## src/rtl/hazard_ctrl.sv

```systemverilog
// Stall/flush sequencer for the 5-stage pipeline: drives pipeline-register enables and clears,
// arbitrates the shared memory port, detects load-use hazards and counts cycles and stalls.
module hazard_ctrl #(
    parameter int CNT_W = 32,
    parameter int REG_W = 5
) (
    input  logic             CLK,
    input  logic             RST,
    input  logic             ihit,
    input  logic             dhit,
    input  logic             memREN,
    input  logic             memWEN,
    input  logic [REG_W-1:0] idrsel1,
    input  logic [REG_W-1:0] idrsel2,
    input  logic             exMemRead,
    input  logic [REG_W-1:0] exDest,
    input  logic             exBranchTaken,
    input  logic             idJump,
    input  logic             wbHalt,
    output logic             pcW,
    output logic             ifW,
    output logic             ifRST,
    output logic             idW,
    output logic             idRST,
    output logic             exW,
    output logic             exRST,
    output logic             memW,
    output logic             halted,
    output logic [CNT_W-1:0] cyc_cnt,
    output logic [CNT_W-1:0] stall_cnt
);

    typedef enum logic [1:0] {
        RUN   = 2'd0,
        DWAIT = 2'd1,
        HALT  = 2'd2
    } state_t;

    state_t           r_state;
    state_t           w_nextState;
    logic             r_halted;
    logic [CNT_W-1:0] r_cycCnt;
    logic [CNT_W-1:0] r_stallCnt;

    logic w_memBusy;
    logic w_loadUse;
    logic w_issue;

    assign w_memBusy = memREN | memWEN;
    assign w_loadUse = exMemRead && (exDest != '0) &&
                       ((exDest == idrsel1) || (exDest == idrsel2));

    // Cycles in which the pipeline moves: RUN without a halt or an unfinished data access,
    // or the release cycle of a data wait.
    assign w_issue = ((r_state == RUN) && !wbHalt && !(w_memBusy && !dhit)) ||
                     ((r_state == DWAIT) && dhit);

    always_ff @(posedge CLK or posedge RST) begin
        if (RST) begin
            r_state  <= RUN;
            r_halted <= 1'b0;
        end else begin
            r_state  <= w_nextState;
            r_halted <= (w_nextState == HALT);
        end
    end

    always_comb begin
        w_nextState = r_state;
        case (r_state)
            RUN: begin
                if (wbHalt)
                    w_nextState = HALT;
                else if (w_memBusy && !dhit)
                    w_nextState = DWAIT;
            end
            DWAIT: begin
                if (dhit)
                    w_nextState = RUN;
            end
            HALT:    w_nextState = HALT;
            default: w_nextState = RUN;
        endcase
    end

    always_comb begin
        pcW   = 1'b0;
        ifW   = 1'b0;
        ifRST = 1'b0;
        idW   = 1'b0;
        idRST = 1'b0;
        exW   = 1'b0;
        exRST = 1'b0;
        memW  = 1'b0;
        if (!RST && w_issue) begin
            pcW  = ihit;
            ifW  = 1'b1;
            idW  = 1'b1;
            exW  = 1'b1;
            memW = 1'b1;
            // A taken branch squashes both younger slots, which makes any load-use stall moot.
            if (exBranchTaken) begin
                pcW   = 1'b1;
                ifRST = 1'b1;
                idRST = 1'b1;
            end else if (w_loadUse) begin
                pcW   = 1'b0;
                ifW   = 1'b0;
                idRST = 1'b1;
            end else if (idJump) begin
                ifRST = 1'b1;
            end else if (!ihit && !w_memBusy) begin
                ifRST = 1'b1;
            end
        end
    end

    always_ff @(posedge CLK or posedge RST) begin
        if (RST) begin
            r_cycCnt   <= '0;
            r_stallCnt <= '0;
        end else if (r_state != HALT) begin
            r_cycCnt <= r_cycCnt + 1'b1;
            if (!pcW)
                r_stallCnt <= r_stallCnt + 1'b1;
        end
    end

    assign halted    = r_halted;
    assign cyc_cnt   = r_cycCnt;
    assign stall_cnt = r_stallCnt;

endmodule

```

## config.mk

```make
export PLATFORM = sky130hd
export DESIGN_NAME = hazard_ctrl
export DESIGN_NICKNAME = d
export VERILOG_FILES = /design/src/rtl/hazard_ctrl.sv
export SDC_FILE = /design/constraint.sdc
export NUM_CORES = 1
export LEC_CHECK = 0
export ABC_CLOCK_PERIOD_IN_PS = 1700
export BUFFER_PORTS_ARGS = -buffer_cell sky130_fd_sc_hd__buf_2
export CELL_PAD_IN_SITES_DETAIL_PLACEMENT = 1
export CELL_PAD_IN_SITES_GLOBAL_PLACEMENT = 2
export CORE_MARGIN = 5
export CORE_UTILIZATION = 29
export DETAILED_ROUTE_END_ITERATION = 16
export PLACE_DENSITY_LB_ADDON = 0.05
export REMOVE_ABC_BUFFERS = 1
export SYNTH_ARGS = -nofsm -noshare
export SYNTH_HDL_FRONTEND = slang
export SYNTH_SLANG_ARGS = --single-unit
```

## constraint.sdc

```tcl
create_clock -name CLK -period 1.7 [get_ports CLK]
set_input_delay 0.085 -clock CLK [delete_from_list [all_inputs] [get_ports CLK]]
set_output_delay 0.085 -clock CLK [all_outputs]
set_load 0.005 [all_outputs]
```

==> results.txt, run 1 <==
* Run status: finished with violations
* Violated checks: setup timing
* Clk sink count: 67
- Slew @ Worst Pin: 0.5375 ns
- Of all flip-flops after synthesis, the portion carrying an async set or reset was 100.0%.
* Setup slack at placement: -0.1198 ns
- Final Util: 44.43%
- STA classifies the critical path endpoint as an output pin.
- Clock tree synthesis inserted a total of 9 buffers.
* Post-synth EDFFs: 0
- Area added between synthesis and finish: 50.04%
- The routed design uses 4.449 mm of met2 wire.
* Commonest cells in the netlist: sky130_fd_sc_hd__dfrtp_1, sky130_fd_sc_hd__xnor2_1, sky130_fd_sc_hd__nor2_1, sky130_fd_sc_hd__xor2_1
- Top cell by count, worst path: sky130_fd_sc_hd__buf_6
- In the routed design, unresolved DRC markers number 0.
* Biggest fanout along the worst timing path: 4
- Post-route antenna net violation count: 0
* Antenna violations before repair: 0
- Entering global routing, the biggest net connects 28 pins.
* Slowest cell on the critical path: sky130_fd_sc_hd__dfrtp_1
- Peak ir drop on the vdd network: 542.2 uV
* Tightest Hold Check Type: input port to flop
- Post-synthesis cell area: 3396 sq um
- Worst slew margin: 64.16%
- At the worst endpoint, the required time is 1.62 ns.
* First-pass GRT wire length: 16.13 mm
- Number of vias after detailed routing: 2959
- Max_cap viols: 0
- Aggregate global-route resource usage: 14.13%
- Half-perimeter wire length after detailed placement: 7.235 mm
* Clock Root Buffer: sky130_fd_sc_hd__clkbuf_16
- Slowest stage delay, CP: 0.41 ns
* Die height: 118.2 um
* Standby leakage power: 0.002623 uW
- RSZ-0062 raised after global routing: true
- PwrDens: 788.4 nW/um^2
- Routed signal wires occupy layers up through met4.
- Summed over all nets, wire length on met3 after detailed routing comes to 498 um.
- Synthesis Warnings: 0
- Post-Syn Instances: 314
- Counting flops and latches in the post-synthesis netlist gives 67.
- In the final design database the tool counted 521 nets.
- Among all cell types in the netlist, the one instantiated most often is sky130_fd_sc_hd__dfrtp_1.
- In the final layout, the share of cells above drive strength 1 is 46.49%.
* Post-detailed-routing wire length: 9.386 mm
- Total congestion overflow after global routing: 0
* Core ar.: 11470 sq um
* Cell Area, Placed: 4542 sq um
- Average instance area after synthesis: 10.81 sq um
- After detailed routing, the number of vias per cell comes to 4.609.
* Seq/Total Area, Yosys: 49.37%
- Number of max-slew violations in the final report: 0
- The repair_antennas step left the layout with diodes totalling 0.
* Post-synth top area cell: sky130_fd_sc_hd__dfrtp_1
* First-iteration detailed-routing DRC count: 68
- Worst setup SP type: flop
- Largest cells by area after synthesis: sky130_fd_sc_hd__dfrtp_1, sky130_fd_sc_hd__xnor2_1, sky130_fd_sc_hd__xor2_1
* Die X: 118.2 um
* Fin crit share: 100.2%
- Among all flip-flop cells after synthesis, the most frequent one is sky130_fd_sc_hd__dfrtp_1.
* Via count of the first global-routing pass: 3214
- Top Ports: 98
- Clock-pin slew was measured on the worst setup and hold paths at 0.05 ns.
* Post-detailed-route wirelength per cell: 14.62 um
- Number of levels in the clock H-tree: 3
- Effective utilization at floorplan: 29.61%
* Worst-Skew Late Latency: 0.33 ns
- Worst endpoint data arrival time: 1.62 ns
* Fraction of synthesized cell area taken by the top area cell type: 49.37%
- Global placement routability congestion: 0.7169
- Input and output buffers added on the ports amount to 96.
- The finished cells cover 5095 sq um.
- Setup violations remaining at the end of the flow were counted as 1.
- Once routing completed, OpenROAD measured the worst setup slack at -0.002699 ns.
- After detailed routing, the wire length on met1 is 4.257 mm.
* Iteration count of the initial detailed-routing pass: 4
- Total count of hold-check failures in the final report: 0
- Static timing analysis puts the maximum clock frequency at 0.5873 GHz.
* Number of distinct library cell variants in the gate-level netlist after synthesis: 38
- Clock tree from TritonCTS: done
* Largest buffer count on any clock path: 2
- The worst setup path is of the flop to output pin kind.
* CP cell instances: nor3_2, o221a_2, o21a_1, o31ai_4, buf_6, inv_2, buf_6
- Row cnt: 39
- The die covers 13970 sq um.
- Between clock sinks in the finished design, the worst skew comes to 0.005393 ns.
- Number of inserted filler cells in the final layout: 1301
* Final min period: 1.703 ns
[sequential cells by signal (all words and copies together), names as in the netlist]
register and count:
halted 1, cyc_cnt 32, r_state 2, stall_cnt 32
[kinds of logic (layout without fill, tap and decap cells)]
logic type	count (synthesis)	in the layout	share of synthesized area (%)
DFF	67	67	49.37
adders and majority gates	2	2	0.7368
xor gates and xnor gates	72	72	18.57
muxes	1	1	0.3316
AOI/OAI and AO/OA	8	8	2.358
other	1	1	0.1104
buffers and inverters	21	206	3.316
and+or+nand+nor	142	142	25.20
[power by group]
part | internal, uW | leakage, uW | switching [uW]
Sequential | 1680 | 0.000889 | 82.8
Combinational | 285 | 0.00160 | 266
Clock | 1060 | 0.000137 | 646
[layer usage]
layer,vias to the layer above,track usage (%)
li1,1439,-
met1,1440,18.48
met2,67,21.94
met3,13,3.964
met4,0,6.022
met5,-,0
[final timing paths]
check	end	cells after the start	startpoint	slack, ns
min	halted$_DFF_PP0_	3	wbHalt	0.02
min reg2reg	cyc_cnt[31]$_DFFE_PP0P_	1	cyc_cnt[31]$_DFFE_PP0P_	0.47
max in group asynchronous	stall_cnt[26]$_DFFE_PP0P_	4	RST	0.85
min in group asynchronous	halted$_DFF_PP0_	3	RST	0.34
max	pcW	7	r_state[0]$_DFF_PP0_	-0.003
max reg2reg	cyc_cnt[31]$_DFFE_PP0P_	6	cyc_cnt[4]$_DFFE_PP0P_	0.03
[layout by cell type (no fill, tap or decap), types with 9 or more instances in the layout]
cell type,n
sky130_fd_sc_hd__nor2_1,20
sky130_fd_sc_hd__nand4_1,20
sky130_fd_sc_hd__xor2_1,25
sky130_fd_sc_hd__buf_4,76
sky130_fd_sc_hd__dfrtp_1,67
sky130_fd_sc_hd__nand3_1,20
sky130_fd_sc_hd__buf_2,95
sky130_fd_sc_hd__and3_1,11
sky130_fd_sc_hd__xnor2_1,45
sky130_fd_sc_hd__nand2_1,19
sky130_fd_sc_hd__clkbuf_16,9
[worst max-delay path, delay by kind of cell, from the launching register on]
| kind | cells | cell delay [ns] |
|---|---|---|
| buffers and inverters | 3 | 0.26 |
| AO/OA/AOI/OAI | 3 | 0.48 |
| AND/OR/NAND/NOR | 1 | 0.13 |
| flip-flops | 1 | 0.41 |
[stage by stage]
step                      hold slack [ns]  total power [uW]   TNS (ns)  std cells
after floorplan                    0.1584              1967     -8.260        302
after global placement             0.1522              2308    -0.4152        613
after detailed placement           0.1550              2313     -1.361        613
after CTS                         0.01676              4099   -0.08167        634
after global routing              0.04600              4243     -1.035        642
final                             0.02429              4017  -0.002699        642
[what timing repair did]
item / 4_1_cts / 5_1_grt
pin swaps: 7 / 24
buffers inserted: 3 / 8
hold endpoints to repair: 18 / 0
resized for setup: 17 / 27
endpoints found under the setup margin: 27 / 37
hold buffers: 2 / 0
[area by class of cell]
class	count	area (sq um)	area share, %
Clock buffer	14	264.0	5.182
Clock inverter	2	10.01	0.1965
Inverter	9	33.78	0.6631
Multi-Input combinational cell	226	1750	34.36
Sequential cell	67	1677	32.91
Tap cell	143	178.9	3.512
Timing Repair Buffer	181	1181	23.18
Note: power is estimated with default switching activity, not from simulation.
==> run 2, diff against run 1 <==
- BUFFER_PORTS_ARGS: -buffer_cell sky130_fd_sc_hd__buf_2 -> not set
- CORE_UTILIZATION: 29 -> 34
- DONT_BUFFER_PORTS: not set -> 1
==> results.txt, run 2 (synthesis gave the netlist of run 1 again) <==
* Run status: finished with violations
* Violated checks: setup timing
* Clock transition at the registers of the reported paths: 0.07 ns
* Post-Layout Cell Count: 543
- Setup slack on the critical path of the routed design comes to -0.01668 ns.
- After detailed routing, the number of vias per cell comes to 4.886.
* Number of max-slew violations in the final report: 0
- Total setup violations reported at the end of the flow: 4
- Global placement routability congestion: 0.7224
- Diode count: 0
* Largest buffer count on any clock path: 2
- Wires add up to 9.084 mm.
- After detailed routing, the number of remaining DRC violations is 0.
- Across the VDD grid, the largest voltage drop is 344.5 uV.
- RSZ-0062 raised after global routing: true
- Largest net degree at the start of global routing: 54
- Combinational cells account for 13.8% of the total power.
* Core ar.: 9774 sq um
- At the worst endpoint, the required time is 1.96 ns.
* Post-route antenna net violation count: 0
* Switching Power: 923.9 uW
- Switching Fraction: 26.67%
* Setup TNS after final layout: -0.02776 ns
- The number of global-route vias before repair was 2985.
- Final min period: 1.717 ns
- Summing all placed instances gives a cell area of 4074 sq um.
- Half-perimeter wire length after detailed placement: 6.618 mm
* Worst setup SP type: flop
- Total congestion overflow after global routing: 0
- Across the routed clock network, the largest skew measured is 0.007794 ns.
* PwrDens: 748.4 nW/um^2
* Slowest cell on the critical path: sky130_fd_sc_hd__dfrtp_1
- The clock network burns 35.7% of the power.
- The initial antenna violation count is 0.
* Die X: 109.9 um
* CP cell instances: buf_6, o221a_4, o21a_1, o31ai_4, buf_6, nor4b_4, xor2_1
* Worst endpoint data arrival time: 1.97 ns
* Die height: 109.9 um
* Max_cap viols: 0
* Biggest fanout along the worst timing path: 6
- For this run, the post-layout net count is 433.
* Die area: 12090 sq um
* Aggregate global-route resource usage: 15.67%
- Area added between synthesis and finish: 36.33%
* Commonest non-fill, non-tap cells in the layout: sky130_fd_sc_hd__buf_4, sky130_fd_sc_hd__dfrtp_1, sky130_fd_sc_hd__xnor2_1, sky130_fd_sc_hd__xor2_1
- Buffers inserted during clock tree synthesis total 9.
* Fmax: 0.5825 GHz
* Worst setup path class: flop to flop
- CTS built an H-tree with a depth of 3.
* Count of input and output buffers: 0
- Clock Root Buffer: sky130_fd_sc_hd__clkbuf_8
- In the final layout, the share of cells above drive strength 1 is 35.61%.
- Row cnt: 36
- Effective utilization at floorplan: 34.74%
- Clock tree from TritonCTS: done
- The number of placed instances, taps included, is 512.
- Post-detailed-route wirelength per cell: 16.73 um
- For this run, the slowest stage of the critical path takes 0.43 ns.
- STA classifies the critical path endpoint as a flop.
- For this design, the sink count on the clock tree is 67.
- Of the available clock period, the critical path in the final layout requires 101.0%.
- Standby leakage power: 0.002146 uW
* Iteration count of the initial detailed-routing pass: 4
* Final non-filler cell area: 4629 sq um
- At the later pin of the worst-skew pair, clock insertion delay measures 0.33 ns.
- Sequential cells account for 50.5% of the total power.
* Top cell by count, worst path: sky130_fd_sc_hd__buf_6
* Most common library cell in the layout ignoring fill and taps: sky130_fd_sc_hd__buf_4
- In this run, the number of DRC markers left after iteration 0 of detailed routing was 47.
* Total count of hold-check failures in the final report: 0
- Tightest Hold Check Type: input port to flop
- Summing over every cut layer, the via total after detailed routing is 2653.
- Top Ports: 98
* Internal power of the cells: 2541 uW
- First-pass GRT wire length: 14.59 mm
run 2: metrics by stage:
stage / setup WS [ns] / utilization (%) / power [uW] / hold slack (ns)
2_1_floorplan: -0.2718 / - / 1967 / 0.1584
3_3_place_gp: -0.2608 / 41.68 / 2203 / -0.03375
3_5_place_dp: -0.2771 / 41.68 / 2217 / -0.03408
4_1_cts: -0.03972 / 45.83 / 3510 / 0.1134
5_1_grt: -0.09123 / 47.36 / 3631 / 0.1706
6_report: -0.01668 / 47.36 / 3465 / 0.1607
run 2: repair_timing:
item / CTS / global route
resized for setup: 26 / 31
endpoints found under the hold margin: 70 / 0
cloned: 1 / 0
setup endpoints to repair: 40 / 48
buffers inserted: 9 / 3
pin swaps: 20 / 22
hold buffers: 4 / 0
run 2: path summary, 6_finish.rpt:
kind / end / slack, ns / start / depth (start not counted)
setup reg to reg: stall_cnt[29]$_DFFE_PP0P_ / -0.02 / r_state[0]$_DFF_PP0_ / 7
min in group asynchronous: cyc_cnt[0]$_DFFE_PP0P_ / 0.17 / RST / 2
hold reg to reg: cyc_cnt[31]$_DFFE_PP0P_ / 0.50 / cyc_cnt[31]$_DFFE_PP0P_ / 1
hold / removal: stall_cnt[1]$_DFFE_PP0P_ / 0.16 / exBranchTaken / 3
setup / recovery: stall_cnt[29]$_DFFE_PP0P_ / -0.02 / r_state[0]$_DFF_PP0_ / 7
max in group asynchronous: stall_cnt[14]$_DFFE_PP0P_ / 0.91 / RST / 3
run 2: power by group through the flow:
| stage | Combinational [uW] | Sequential [uW] | Clock (uW) |
|---|---|---|---|
| after floorplan | 159 | 1810 | 0 |
| after global placement | 440 | 1760 | 0 |
| after detailed placement | 450 | 1770 | 0 |
| after CTS | 461 | 1750 | 1300 |
| after global routing | 532 | 1760 | 1340 |
| final | 478 | 1750 | 1240 |
run 2: cell type report:
type | instances | area, sq um
Sequential cell | 67 | 1677
Inverter | 9 | 33.78
Clock inverter | 2 | 10.01
Multi-Input combinational cell | 226 | 1807
Clock buffer | 13 | 168.9
Tap cell | 133 | 166.4
Timing Repair Buffer | 93 | 767.0
Fill cell | 1095 | 5145
run 2: per-layer routing:
| metal | track usage (%) | vias up | wire length, um |
|---|---|---|---|
| met1 | 18.32 | 1319 | 3821 |
| li1 | - | 1262 | - |
| met5 | 0 | - | 0 |
| met3 | 6.048 | 6 | 704 |
| met2 | 26.34 | 66 | 4446 |
| met4 | 5.076 | 0 | 111 |
run 2: worst max-delay path: cells and delay by family, from the launching register on:
kind,cells,cell delay (ns)
buffers and inverters,2,0.33
xor gates and xnor gates,1,0.17
DFF,1,0.43
and+or+nand+nor,1,0.21
AOI/OAI and AO/OA,3,0.50
